## config.mk

```make
export PLATFORM = sky130hd
export DESIGN_NAME = weight_rom_sequencer
export DESIGN_NICKNAME = d
export VERILOG_FILES = /design/src/rtl/weight_rom_sequencer.sv
export SDC_FILE = /design/constraint.sdc
export NUM_CORES = 1
export LEC_CHECK = 0
export BUFFER_PORTS_ARGS = -buffer_cell sky130_fd_sc_hd__buf_2
export CORE_ASPECT_RATIO = 1.2
export CORE_MARGIN = 2
export CORE_UTILIZATION = 45
export CTS_BUF_LIST = sky130_fd_sc_hd__clkbuf_16
export DETAILED_ROUTE_END_ITERATION = 10
export PLACE_DENSITY_LB_ADDON = 0.15
export SLEW_MARGIN = 20
export SYNTH_ARGS = -nofsm -noshare
export SYNTH_HDL_FRONTEND = slang
export SYNTH_SLANG_ARGS = --single-unit
```

## constraint.sdc

```tcl
create_clock -name ap_clk -period 5.8 [get_ports ap_clk]
set_input_delay 0.87 -clock ap_clk [delete_from_list [all_inputs] [get_ports ap_clk]]
set_output_delay 0.87 -clock ap_clk [all_outputs]
set_load 0.05 [all_outputs]
```

## src/rtl/weight_rom_sequencer.sv

```systemverilog
// Streams MEM_SIZE ROM words per pass into a FIFO through a 2-entry skid buffer.
// Define WEIGHT_SEQ_MULTIPASS_EN to honour n_passes; otherwise exactly one pass runs.
module weight_rom_sequencer #(
    parameter int MEM_SIZE   = 9,
    parameter int DATA_WIDTH = 16
) (
    input  logic                        ap_clk,
    input  logic                        ap_rst_n,
    input  logic                        ap_start,
    input  logic [15:0]                 n_passes,
    output logic                        ap_idle,
    output logic                        ap_done,
    output logic [$clog2(MEM_SIZE)-1:0] weight_V_address0,
    output logic                        weight_V_ce0,
    input  logic [DATA_WIDTH-1:0]       weight_V_q0,
    output logic [DATA_WIDTH-1:0]       output_V_din,
    input  logic                        output_V_full_n,
    output logic                        output_V_write,
    output logic [1:0]                  o_dbg_state
);

    localparam int AW = $clog2(MEM_SIZE);
    localparam logic [AW-1:0] LAST_ADDR = AW'(MEM_SIZE - 1);

    typedef enum logic [1:0] {
        S_IDLE  = 2'd0,
        S_RUN   = 2'd1,
        S_DRAIN = 2'd2,
        S_DONE  = 2'd3
    } state_t;

    state_t                  r_state;
    state_t                  w_state_nxt;
    logic [AW-1:0]           r_addr;
    logic [15:0]             r_pass;
    logic [15:0]             r_num_passes;
    logic                    r_inflight;
    logic [1:0]              r_count;
    logic [DATA_WIDTH-1:0]   r_head;
    logic [DATA_WIDTH-1:0]   r_tail;

    logic                    w_start;
    logic                    w_pop;
    logic                    w_push;
    logic                    w_issue;
    logic                    w_last_pass;
    logic                    w_last_read;
    logic                    w_last_pop;
    logic [2:0]              w_occ;
    logic [15:0]             w_passes_eff;

`ifdef WEIGHT_SEQ_MULTIPASS_EN
    assign w_passes_eff = (n_passes == 16'd0) ? 16'd1 : n_passes;
`else
    logic w_unused_passes;
    assign w_unused_passes = ^n_passes;
    assign w_passes_eff    = 16'd1;
`endif

    assign w_start     = (r_state == S_IDLE) && ap_start;
    assign w_pop       = (r_count != 2'd0) && output_V_full_n;
    assign w_push      = r_inflight;
    // Buffer slots already spoken for after this edge: held words plus the read landing now.
    assign w_occ       = {1'b0, r_count} + {2'b00, r_inflight} - {2'b00, w_pop};
    assign w_last_pass = (r_pass == r_num_passes - 16'd1);
    assign w_last_read = w_issue && (r_addr == LAST_ADDR) && w_last_pass;
    assign w_last_pop  = w_pop && (r_count == 2'd1) && !r_inflight;

    always_ff @(posedge ap_clk or negedge ap_rst_n) begin
        if (!ap_rst_n) begin
            r_state <= S_IDLE;
        end else begin
            r_state <= w_state_nxt;
        end
    end

    always_comb begin
        w_state_nxt = r_state;
        case (r_state)
            S_IDLE:  if (ap_start)    w_state_nxt = S_RUN;
            S_RUN:   if (w_last_read) w_state_nxt = S_DRAIN;
            S_DRAIN: if (w_last_pop)  w_state_nxt = S_DONE;
            S_DONE:                   w_state_nxt = S_IDLE;
            default:                  w_state_nxt = S_IDLE;
        endcase
    end

    always_comb begin
        ap_idle = (r_state == S_IDLE);
        ap_done = (r_state == S_DONE);
        w_issue = (r_state == S_RUN) && (w_occ < 3'd2);
    end

    always_ff @(posedge ap_clk or negedge ap_rst_n) begin
        if (!ap_rst_n) begin
            r_addr       <= '0;
            r_pass       <= 16'd0;
            r_num_passes <= 16'd1;
            r_inflight   <= 1'b0;
        end else begin
            r_inflight <= w_issue;
            if (w_start) begin
                r_addr       <= '0;
                r_pass       <= 16'd0;
                r_num_passes <= w_passes_eff;
            end else if (w_issue) begin
                if (r_addr == LAST_ADDR) begin
                    r_addr <= '0;
                    r_pass <= r_pass + 16'd1;
                end else begin
                    r_addr <= r_addr + 1'b1;
                end
            end
        end
    end

    // Head is always the oldest word, so din comes straight from a flop.
    always_ff @(posedge ap_clk or negedge ap_rst_n) begin
        if (!ap_rst_n) begin
            r_count <= 2'd0;
            r_head  <= '0;
            r_tail  <= '0;
        end else begin
            case ({w_push, w_pop})
                2'b10: begin
                    if (r_count == 2'd0) begin
                        r_head <= weight_V_q0;
                    end else begin
                        r_tail <= weight_V_q0;
                    end
                    r_count <= r_count + 2'd1;
                end
                2'b01: begin
                    r_head  <= r_tail;
                    r_count <= r_count - 2'd1;
                end
                2'b11: begin
                    if (r_count == 2'd1) begin
                        r_head <= weight_V_q0;
                    end else begin
                        r_head <= r_tail;
                        r_tail <= weight_V_q0;
                    end
                end
                default: ;
            endcase
        end
    end

    assign weight_V_ce0      = w_issue;
    assign weight_V_address0 = r_addr;
    assign output_V_write    = (r_count != 2'd0);
    assign output_V_din      = r_head;
    assign o_dbg_state       = r_state;

endmodule

```

=== Word level (Yosys, flattened, before mapping) ===
Cells that the tools add are included.

* Register bits: 57
* Output and inout bits: 26
* Word-level logic and storage cells: 66

* Add/subtract/negate cells: 6
* $lt $le $gt $ge: 1
* Eq/ne operators: 14
* Muxes and demuxes: 17
* Reductions and logical operators: 21

{| class="wikitable"
|+ Operator list
! operator !! count
|-
| 2-to-1 mux 16 bit || 7
|-
| case mux 16 bit (3 select lines) || 1
|-
| case mux 16 bit (2 select lines) || 1
|-
| adder 16 x 1 -> 16 bit (second input constant) || 1
|-
| logical NOT 16 bit || 1
|-
| 2-to-1 mux 4 bit || 3
|-
| inequality test 2 bit (second input constant) || 6
|-
| nonzero test 2 bit || 5
|-
| equality test 2 bit (second input constant) || 4
|-
| case mux 2 bit (4 select lines) || 1
|-
| logical AND 1 bit || 7
|-
| equality test 2 x 1 -> 1 bit (second input constant) || 3
|-
| 2-to-1 mux 2 bit || 3
|-
| AND reduction 3 bit || 2
|-
| adder 4 x 1 -> 4 bit (second input constant) || 1
|-
| equality test 4 bit (second input constant) || 1
|-
| logical NOT 2 bit || 2
|-
| case mux 2 bit (2 select lines) || 1
|-
| AND reduction 2 bit || 2
|-
| adder 2 x 1 -> 3 bit || 1
|-
| less-than comparator 3 x 2 -> 1 bit (second input constant) || 1
|-
| nonzero test 3 bit || 1
|-
| subtractor 3 x 1 -> 3 bit || 1
|-
| adder 2 x 1 -> 2 bit (second input constant) || 1
|-
| other kinds (2) || 2
|}

=== Longest topological paths before layout ===
Gate-level depths: netlist of the first run.

* Depth in word-level cells: 9
* Gate-level depth with buffers: 14

=== Worst setup path before layout of the first run ===
No wires, ideal clock.

* Path kind: register to output
* Start point: reg r_count[1]
* End point: out weight_V_ce0
* Data arrival time: 2800 ps
* Slack: 2130 ps
* Stages on the path, launching flop included: 11
* Cell sequence: dfrtp_1 inv_1 ha_1 inv_1 nand2_1 nor2_1 o21ai_0 fa_1 xnor2_1 nand2_1 inv_1

* Word-level cells in the longest chain between the ends: 5

{| class="wikitable"
|+ RTL lines
! element !! RTL line !! text
|-
| start: declaration || 38 || <nowiki>logic [1:0] r_count;</nowiki>
|-
| start signal: assignment || 131 || <nowiki>r_count <= r_count + 2'd1;</nowiki>
|-
| start signal: assignment || 135 || <nowiki>r_count <= r_count - 2'd1;</nowiki>
|-
| nonzero test 2 bit || n/a ||
|-
| named net output_V_write || 18 || <nowiki>output logic output_V_write,</nowiki>
|-
| logical AND 1 bit || 61 || <nowiki>assign w_pop = (r_count != 2'd0) && output_V_full_n;</nowiki>
|-
| subtractor 3 x 1 -> 3 bit || 64 || <nowiki>assign w_occ = {1'b0, r_count} + {2'b00, r_inflight} - {2'b00, w_pop};</nowiki>
|-
| less-than comparator 3 x 2 -> 1 bit || 91 || <nowiki>w_issue = (r_state == S_RUN) && (w_occ < 3'd2);</nowiki>
|-
| logical AND 1 bit || 91 ||
|-
| end: declaration || 14 || <nowiki>output logic weight_V_ce0,</nowiki>
|}

The timed path passes the listed nets, and every way through them passes these cells.

=== Worst setup path after layout of the first run ===
* Start point: reg r_count[1]
* End point: out weight_V_ce0

* Word-level cells in the longest chain between the ends: 5

{| class="wikitable"
|+ RTL lines
! element !! RTL line
|-
| parallel branches: the longest is 2 deep, another holds adder 2 x 1 -> 3 bit || n/a
|-
| subtractor 3 x 1 -> 3 bit (*) || 64
|-
| less-than comparator 3 x 2 -> 1 bit (*) || 91
|-
| logical AND 1 bit (*) || 91
|}

Every way passes the cells marked *.

==> out/qor.txt, run 1 <==
Area Overhead vs Synth - 18.97%
CP Class - register to output port
Required @ worst endpoint - 4930 ps
Hold WS - 472.8 ps
Crit end category - output port
First-pass GRT wire length - 10.53 mm
Final hold viol count - 0
Final Critical Period - 4034 ps
Yosys top cell area share - 0.4826
CORE AREA - 6406 um^2
N_diodes - 0
Hold Buf Count CTS - 0
Tightest Pin Transition - 1005 ps
Clock slew at reported path FFs - 50 ps
Startpoint class of the critical path - register
Cts bufs inserted - 9
Initial antenna violation count - 0
Final period util - 0.6955
# DRC - 0
Clk root buf - clkbuf_16
Mapped Nets - 341
Synth async-reset ratio - 1.000
Vias in the first global route - 2297
Die Ht - 92.78 um
Share of cells above drive strength 1 - 0.2515
CTS H-Tree Depth - 3
EDFF count, synth - 0
Setup Fix Bufs, Post-CTS - 0
Mapped Area - 2955 um^2
IO Port Bufs - 45
Routed Antenna Nets - 0
Worst-Skew Late Latency - 310 ps
Pin count of the biggest net entering global routing - 58
Cells after Synth - 292
Arrival time at the worst endpoint - 3160 ps
Hold WC Path Type - register to register
DR vias - 2340
First-pass detailed-route iteration total - 4
Clock buffer depth - 2
Gr ovfl total - 0
Global Route Usage Sum - 0.1854
FF-to-FF path depth - 12
Leak - 1.625 nW
FMAX - 0.2479 GHz
Die W - 77.98 um
Post-cts resize count - 0
Max-cap viol count - 0
Setup violations, final - 0
Status - finished clean
CP max FO - 6
Seq/Total Area, Yosys - 0.4826
PD cells - 560.5 nW/um^2
TritonCTS clock tree - built
Synth Flop Type - dfrtp_1
Starting Density - 0.4613
RSZ-0062 raised after global routing - no
Rows - 32
# nets final - 387
Synth Area per Inst - 10.12 um^2
Die area - 7235 um^2
IO Count - 62
DP HPWL - 4.238 mm
Synth cell types - 44
Routed wire per std cell - 14.10 um
DR vias/cell - 5.480
Clk sink count - 57
Slew Limit Headroom - 0.3270
VDD IR max - 0.3267 mV
Initial DRC count - 113
Hold Path Cell Cnt - 2
Drt total wl - 6.022 mm
Max Slew Vio Count - 0
Synth area leaders - dfrtp_1, mux2_2, ha_1
Register bit total from synthesis - 57
Skew final - 4.359 ps
Setup_tns - 0 ps
Largest area contributor in the netlist - dfrtp_1
GPL Wtd Cong - 0.7800
Yosys warning total - 0
## cell type report
class / instances / area, um^2
Fill cell: 592 / 2890
Multi-Input combinational cell: 211 / 1446
Sequential cell: 57 / 1426
Timing Repair Buffer: 47 / 240.2
Clock buffer: 9 / 225.2
Tap cell: 85 / 106.4
Inverter: 12 / 45.04
Clock inverter: 6 / 26.28
## kinds of logic after synthesis
kind of cell | Yosys count | share of synthesized area
compound gates | 72 | 0.1554
xor+xnor | 6 | 0.01778
fa+ha+maj | 13 | 0.05758
buf+inv | 24 | 0.03175
flops | 57 | 0.4826
mux | 19 | 0.07113
simple gates | 101 | 0.1837
## stage by stage
step | setup slack, ps | std cells | instance area, um^2 | power (mW) | utilization
final | 1766 | 427 | 3516 | 1.971 | 0.5488
after global routing | 1381 | 427 | 3516 | 2.113 | 0.5488
after CTS | 1757 | 427 | 3508 | 1.992 | 0.5477
after detailed placement | 2018 | 412 | 3257 | 1.543 | 0.5084
after global placement | 2082 | 412 | 3257 | 1.522 | 0.5084
after floorplan | 2130 | 292 | 2955 | 1.338 | -
## placed cells by master (no fill, tap or decap), drive strengths merged, types with 2 or more instances in the layout
| cell | Yosys | layout |
|---|---|---|
| nor2b | 2 | 2 |
| nand3b | 3 | 3 |
| a31oi | 3 | 3 |
| nand2b | 4 | 4 |
| a22oi | 16 | 16 |
| or3 | 4 | 4 |
| inv | 12 | 12 |
| mux2 | 16 | 16 |
| nor4 | 3 | 3 |
| clkinv | 0 | 6 |
| o311ai | 2 | 2 |
| or4 | 9 | 9 |
| clkbuf | 7 | 9 |
| xor2 | 2 | 2 |
| o41ai | 2 | 2 |
| a21oi | 15 | 15 |
| nor2 | 13 | 13 |
| o21ai | 24 | 24 |
| nand2 | 37 | 37 |
| o31ai | 6 | 6 |
| dfrtp | 57 | 57 |
| buf | 5 | 47 |
| xnor2 | 4 | 4 |
| nand3 | 7 | 7 |
| ha | 12 | 12 |
| and2 | 3 | 3 |
| a41o | 2 | 2 |
| nand4 | 7 | 7 |
| or2 | 2 | 2 |
| mux2i | 3 | 3 |
## power by group
part	internal [mW]	switching (mW)
Sequential	0.535	0.0898
Combinational	0.290	0.614
Clock	0.278	0.164
## worst max-delay path, stage by stage (launching register included)
cell,delay [ps]
dfrtp_1,450
inv_1,110
ha_1,300
inv_1,90
nand2_1,120
inv_1,100
nor2_1,90
o21ai_0,100
fa_1,440
xnor2_1,420
nand2_1,230
inv_1,130
buf_2,270
## cell usage after synthesis (4+ instances only)
cell / count
nand4_1: 7
or4_1: 7
xnor2_1: 4
nor2_1: 13
a21oi_1: 14
mux2_2: 16
dfrtp_1: 57
o31ai_1: 6
nand2_1: 37
clkbuf_1: 7
nand3_1: 6
ha_1: 12
o21ai_0: 24
nand2b_1: 4
inv_1: 12
a22oi_1: 16
## worst paths after layout
path                                             start  slack (ps)                                to
max reg2reg                     r_count[1]$_DFFE_PN0P_        2260             r_pass[8]$_DFFE_PN0P_
min in group asynchronous                     ap_rst_n         700  weight_V_address0[1]$_DFFE_PN0P_
max                             r_count[1]$_DFFE_PN0P_        1770                      weight_V_ce0
max in group asynchronous                     ap_rst_n        4620      output_V_din[10]$_DFFE_PN0P_
min                        output_V_din[9]$_DFFE_PN0P_         470       output_V_din[9]$_DFFE_PN0P_
min reg2reg                output_V_din[9]$_DFFE_PN0P_         470       output_V_din[9]$_DFFE_PN0P_
## state kept, by name, summed over array words and instances (netlist names)
| signal | flops |
|---|---|
| r_pass | 16 |
| r_count | 2 |
| r_inflight | 1 |
| weight_V_address0 | 4 |
| o_dbg_state | 2 |
| r_tail | 16 |
| output_V_din | 16 |
## layer usage
metal	vias up	GRT usage	share of wire
li1	1154	-	-
met1	1132	0.2237	0.44
met2	43	0.3068	0.50
met3	11	0.05068	0.046
met4	0	0.08772	0.021
met5	-	0	0
(Power assumes the default switching activity.)
==> inputs of run 2 (changes only) <==
==> constraint.sdc (replaced) <==
create_clock -name ap_clk -period 3.3 [get_ports ap_clk]
set_input_delay 0.495 -clock ap_clk [delete_from_list [all_inputs] [get_ports ap_clk]]
set_output_delay 0.495 -clock ap_clk [all_outputs]
set_load 0.05 [all_outputs]
==> out/qor.txt, run 2 (synthesized netlist as in run 1, its figures left out) <==
Arrival time at the worst endpoint - 2600 ps (was 3160 ps)
Slowest CP cell - fa_1 (was dfrtp_1)
Pin count of the biggest net entering global routing - 48 (was 58)
Skew final - 7.352 ps (was 4.359 ps)
Vias in the first global route - 2363 (was 2297)
Tot Pwr - 3.865 mW (was 1.971 mW)
Most frequent CP cell - inv_1 (unchanged)
Initial antenna violation count - 0 (unchanged)
GPL Wtd Cong - 0.7349 (was 0.7800)
CTS H-Tree Depth - 3 (unchanged)
Final period util - 0.9387
Clk sink count - 57 (unchanged)
PnR worst setup slack - 202.3 ps (was 1766 ps)
Cts bufs inserted - 9 (unchanged)
TritonCTS clock tree - built (unchanged)
Starting Density - 0.4613 (unchanged)
Die area - 7235 um^2 (unchanged)
CORE AREA - 6406 um^2 (unchanged)
DP HPWL - 4.356 mm (was 4.238 mm)
N_diodes - 0 (unchanged)
Gr ovfl total - 0 (unchanged)
Slew Limit Headroom - 0.5982 (was 0.3270)
Initial DRC count - 107 (was 113)
First-pass detailed-route iteration total - 4 (unchanged)
Critical path's largest stage delay - 510 ps (was 450 ps)
Rows - 32 (unchanged)
Drt total wl - 6.559 mm (was 6.022 mm)
RSZ-0062 raised after global routing - no (unchanged)
Required @ worst endpoint - 2800 ps (was 4930 ps)
CP max FO - 6 (unchanged)
Worst setup path start - r_count[1]$_DFFE_PN0P_ (unchanged)
DR vias/cell - 5.489 (was 5.480)
Hold WS - 177.5 ps (was 472.8 ps)
Area Overhead vs Synth - 24.81% (was 18.97%)
Clock buffer depth - 2 (unchanged)
Clock slew at reported path FFs - 50 ps (about the same)
Max Slew Vio Count - 0 (unchanged)
Commonest non-fill, non-tap cell in the layout - dfrtp_1 (unchanged)
Routed Antenna Nets - 0 (unchanged)
Crit end category - output port (unchanged)
Routed wire per std cell - 15.04 um (was 14.10 um)
# DRC - 0 (unchanged)
Status - finished clean (unchanged)
FMAX - 0.3228 GHz
Global Route Usage Sum - 0.1988 (was 0.1854)
# nets final - 395 (was 387)
Clk root buf - clkbuf_16 (unchanged)
First-pass GRT wire length - 11.23 mm (was 10.53 mm)
IO Port Bufs - 45 (unchanged)
VDD IR max - 0.6455 mV (was 0.3267 mV)
Top delay family on crit path - adder cells (unchanged)
Most frequent cells in the layout - dfrtp_1, buf_2, nand2_1 (unchanged)
Startpoint class of the critical path - register (unchanged)
DR vias - 2393 (was 2340)
R2R Path Start - r_count[1]$_DFFE_PN0P_ (unchanged)
Leak - 1.706 nW (was 1.625 nW)
Share of cells above drive strength 1 - 0.2934 (was 0.2515)
Tightest Pin Transition - 602.6 ps (was 1005 ps)
IO Count - 62 (unchanged)
Setup_tns - 0 ps (unchanged)
Die Ht - 92.78 um (unchanged)
Final Critical Period - 3098 ps
Die W - 77.98 um (unchanged)
Setup violations, final - 0 (unchanged)
Final hold viol count - 0 (unchanged)
Hold Buf Count CTS - 0 (unchanged)
CP Class - register to output port (unchanged)
Max-cap viol count - 0 (unchanged)
Worst-Skew Late Latency - 320 ps (was 310 ps)
PD cells - 1048 nW/um^2 (was 560.5 nW/um^2)
Pre-CTS setup slack - 159.2 ps (was 2018 ps)
Worst Path Buf+Inv - 5 (unchanged)
Worst path cell trace - inv_2, ha_4, inv_1, nand2_1, inv_1, nor2_1, o21ai_0, fa_1, and2_2, nand2_2, inv_1, buf_6 (was inv_1, ha_1, inv_1, nand2_1, inv_1, nor2_1, o21ai_0, fa_1, xnor2_1, nand2_1, inv_1, buf_2)
Hold WC Path Type - primary input to asynchronous set/reset pin (was register to register)
==> run 2: cell type report <==
cell class	count	area [um^2]
Timing Repair Buffer	55	309.0
Clock buffer	9	225.2
Sequential cell	57	1428
Fill cell	586	2718
Tap cell	85	106.4
Multi-Input combinational cell	211	1465
Clock inverter	7	110.1
Inverter	12	45.04
==> run 2: timing repair <==
action                     4_1_cts  5_1_grt
pin swaps                        0        1
gates resized for setup          5        6
buffers inserted                 0        1
setup endpoints to repair        1        1
==> run 2: final timing paths <==
path	slack (ps)	to	cells after the start
setup / recovery	200	weight_V_ce0	12
hold / removal	180	weight_V_address0[0]$_DFFE_PN0P_	1
setup reg to reg	300	r_pass[8]$_DFFE_PN0P_	14
hold reg to reg	470	output_V_din[9]$_DFFE_PN0P_	2
max in group asynchronous	2520	r_pass[14]$_DFFE_PN0P_	2
min in group ap_clk	420	r_tail[10]$_DFFE_PN0P_	2
==> run 2: through the flow <==
step	instance area, um^2	std cells	util
floorplan	2955	292	-
global placement	3309	419	0.5166
detailed placement	3309	419	0.5166
CTS	3661	435	0.5715
global route	3689	436	0.5758
finish	3689	436	0.5758
==> run 2: layer usage <==
metal | GRT usage | vias to the layer above | routed length, um
li1 | - | 1177 | -
met1 | 0.2420 | 1156 | 2838
met2 | 0.3261 | 52 | 3310
met3 | 0.06530 | 8 | 327
met4 | 0.07749 | 0 | 82
met5 | 0 | - | 0
==> run 2: worst reg2reg max path, stage by stage, from the launching register on <==
cell and delay (ps):
dfrtp_2 460, inv_2 100, ha_4 170, inv_1 60, nand2_1 110, inv_1 100, nor2_1 80, o21ai_0 100
fa_1 460, xnor2_2 240, buf_4 150, a31oi_1 70, buf_4 180, or4_1 510, a21oi_1 150
==> run 2: where the power goes <==
part / internal [mW] / total, mW / leakage (nW) / switching [mW]
registers: 0.941 / 1.11 / 0.729 / 0.164
clock network: 0.730 / 1.04 / 0.166 / 0.313
logic: 0.598 / 1.72 / 0.812 / 1.12
==> inputs of run 3 (changes only) <==
--- a/config.mk
+++ b/config.mk
@@ -7,7 +7,6 @@
 export LEC_CHECK = 0
 export BUFFER_PORTS_ARGS = -buffer_cell sky130_fd_sc_hd__buf_2
 export CORE_ASPECT_RATIO = 1.2
-export CORE_MARGIN = 2
 export CORE_UTILIZATION = 45
 export CTS_BUF_LIST = sky130_fd_sc_hd__clkbuf_16
 export DETAILED_ROUTE_END_ITERATION = 10
==> out/qor.txt, run 3 (synthesized netlist as in run 1, its figures left out) <==
Status - finished, violations left (was finished clean)
Violated checks - DRC
Initial antenna violation count - 0 (unchanged)
# DRC - 1 (was 0)
Die Ht - 90.78 um (was 92.78 um)
Slew Limit Headroom - 0.4197 (was 0.5982)
Area Overhead vs Synth - 22.27% (was 24.81%)
IO Port Bufs - 45 (unchanged)
Hold Buf Count CTS - 0 (unchanged)
GPL Wtd Cong - 0.7476 (was 0.7349)
FMAX - 0.3265 GHz (was 0.3228 GHz)
Clk network pwr share - 0.237 (was 0.270)
Worst Path Buf+Inv - 5 (unchanged)
Die W - 75.98 um (was 77.98 um)
Clock buffer depth - 2 (unchanged)
Crit end category - output port (unchanged)
# nets final - 394 (was 395)
Combinational power share - 0.461 (was 0.444)
Skew final - 4.961 ps (was 7.352 ps)
Tightest Pin Transition - 870.5 ps (was 602.6 ps)
Rows - 32 (unchanged)
Starting Density - 0.4613 (unchanged)
Routed Antenna Nets - 0 (unchanged)
Pin count of the biggest net entering global routing - 39 (was 48)
First-pass GRT wire length - 10.94 mm (was 11.23 mm)
Share of power burned in registers - 0.301 (was 0.286)
Max-cap viol count - 0 (unchanged)
Top delay family on crit path - adder cells (unchanged)
CP Class - register to output port (unchanged)
Die area - 6897 um^2 (was 7235 um^2)
PD cells - 1010 nW/um^2 (was 1048 nW/um^2)
CORE AREA - 6406 um^2 (unchanged)
Arrival time at the worst endpoint - 2570 ps (was 2600 ps)
Final hold viol count - 0 (unchanged)
Routed wire per std cell - 14.63 um (was 15.04 um)
Startpoint class of the critical path - register (unchanged)
Clock slew at reported path FFs - 50 ps (about the same)
TritonCTS clock tree - built (unchanged)
Worst path cell trace - inv_1, ha_4, inv_1, nand2_1, inv_1, nor2_1, o21ai_1, fa_2, and2_4, nand2_2, inv_1, buf_6 (was inv_2, ha_4, inv_1, nand2_1, inv_1, nor2_1, o21ai_0, fa_1, and2_2, nand2_2, inv_1, buf_6)
DR vias/cell - 5.494 (was 5.489)
Drt total wl - 6.333 mm (was 6.559 mm)
Switching power - 1.563 mW (was 1.597 mW)
VDD IR max - 0.5624 mV (was 0.6455 mV)
Most frequent cells in the layout - dfrtp_1, buf_2, nand2_1 (unchanged)
Worst-Skew Late Latency - 310 ps (was 320 ps)
Tot Pwr - 3.649 mW (was 3.865 mW)
Clk root buf - clkbuf_16 (unchanged)
Sw frac - 0.4283 (was 0.4131)
IO Count - 62 (unchanged)
Final Critical Period - 3063 ps (was 3098 ps)
DR vias - 2379 (was 2393)
Final period util - 0.9282 (was 0.9387)
First-pass detailed-route iteration total - 7 (was 4)
Setup violations, final - 0 (unchanged)
Gr ovfl total - 0 (unchanged)
Commonest non-fill, non-tap cell in the layout - dfrtp_1 (unchanged)
Clk sink count - 57 (unchanged)
Most frequent CP cell - inv_1 (unchanged)
Setup_tns - 0 ps (unchanged)
Global Route Usage Sum - 0.1985 (was 0.1988)
CTS H-Tree Depth - 3 (unchanged)
Total internal power - 2.086 mW (was 2.269 mW)
Share of cells above drive strength 1 - 0.2874 (was 0.2934)
DP HPWL - 4.311 mm (was 4.356 mm)
Required @ worst endpoint - 2800 ps (about the same)
RSZ-0062 raised after global routing - no (unchanged)
Max Slew Vio Count - 0 (unchanged)
CP max FO - 6 (unchanged)
Critical path's largest stage delay - 550 ps (was 510 ps)
Vias in the first global route - 2394 (was 2363)
Cts bufs inserted - 9 (unchanged)
Slowest CP cell - fa_2 (was fa_1)
Hold WC Path Type - primary input to asynchronous set/reset pin (unchanged)
Initial DRC count - 104 (was 107)
Leak - 1.670 nW (was 1.706 nW)
N_diodes - 0 (unchanged)
run 3: final cells by class:
| type | instances | area (um^2) |
|---|---|---|
| Clock inverter | 5 | 48.80 |
| Fill cell | 582 | 2793 |
| Timing Repair Buffer | 54 | 299.0 |
| Clock buffer | 9 | 225.2 |
| Sequential cell | 57 | 1428 |
| Tap cell | 85 | 106.4 |
| Inverter | 12 | 45.04 |
| Multi-Input combinational cell | 211 | 1461 |
run 3: timing repair:
item	4_1_cts	5_1_grt
setup endpoints to repair	1	1
buffers inserted	0	0
resized for setup	3	8
hold endpoints to repair	0	0
run 3: metrics by stage:
stage	area [um^2]	utilization	hold slack [ps]	worst slack, ps	std cells
after floorplan	2955	-	199.4	5.364	292
after global placement	3309	0.5166	456.7	237.3	419
after detailed placement	3309	0.5166	466.0	221.9	419
after CTS	3590	0.5604	327.1	21.85	433
after global routing	3613	0.5641	388.9	35.88	433
final	3613	0.5641	300.2	237.0	433
run 3: worst register-to-register path: cells and delay by family (launching register included):
family,cells,cell delay [ps]
AND/OR/NAND/NOR,4,880
adder cells (fa/ha/maj),2,730
buffers and inverters,4,460
flip-flops,1,450
AO/OA/AOI/OAI,3,310
run 3: worst paths after layout:
check | startpoint | endpoint | slack (ps) | cells past startpoint
max reg2reg | r_count[1]$_DFFE_PN0P_ | r_pass[8]$_DFFE_PN0P_ | 390 | 13
max | r_count[1]$_DFFE_PN0P_ | weight_V_ce0 | 240 | 12
min | ap_rst_n | r_inflight$_DFF_PN0_ | 300 | 1
max in group asynchronous | ap_rst_n | output_V_din[12]$_DFFE_PN0P_ | 2210 | 2
min reg2reg | output_V_din[2]$_DFFE_PN0P_ | output_V_din[2]$_DFFE_PN0P_ | 470 | 2
min in group ap_clk | weight_V_q0[5] | r_tail[5]$_DFFE_PN0P_ | 430 | 2
run 3: power by group through the flow:
stage          Clock, mW  Combinational, mW  Sequential (mW)
2_1_floorplan          0              0.881             1.47
3_3_place_gp           0               1.62             1.10
3_5_place_dp           0               1.64             1.11
4_1_cts            0.879               1.66             1.10
5_1_grt            0.916               1.83             1.14
6_report           0.866               1.68             1.10
run 3: routing by layer:
metal | part of all wire | GRT usage
met1 | 0.44 | 0.2409
met4 | 0.021 | 0.08654
met3 | 0.036 | 0.04444
met2 | 0.50 | 0.3371
met5 | 0 | 0
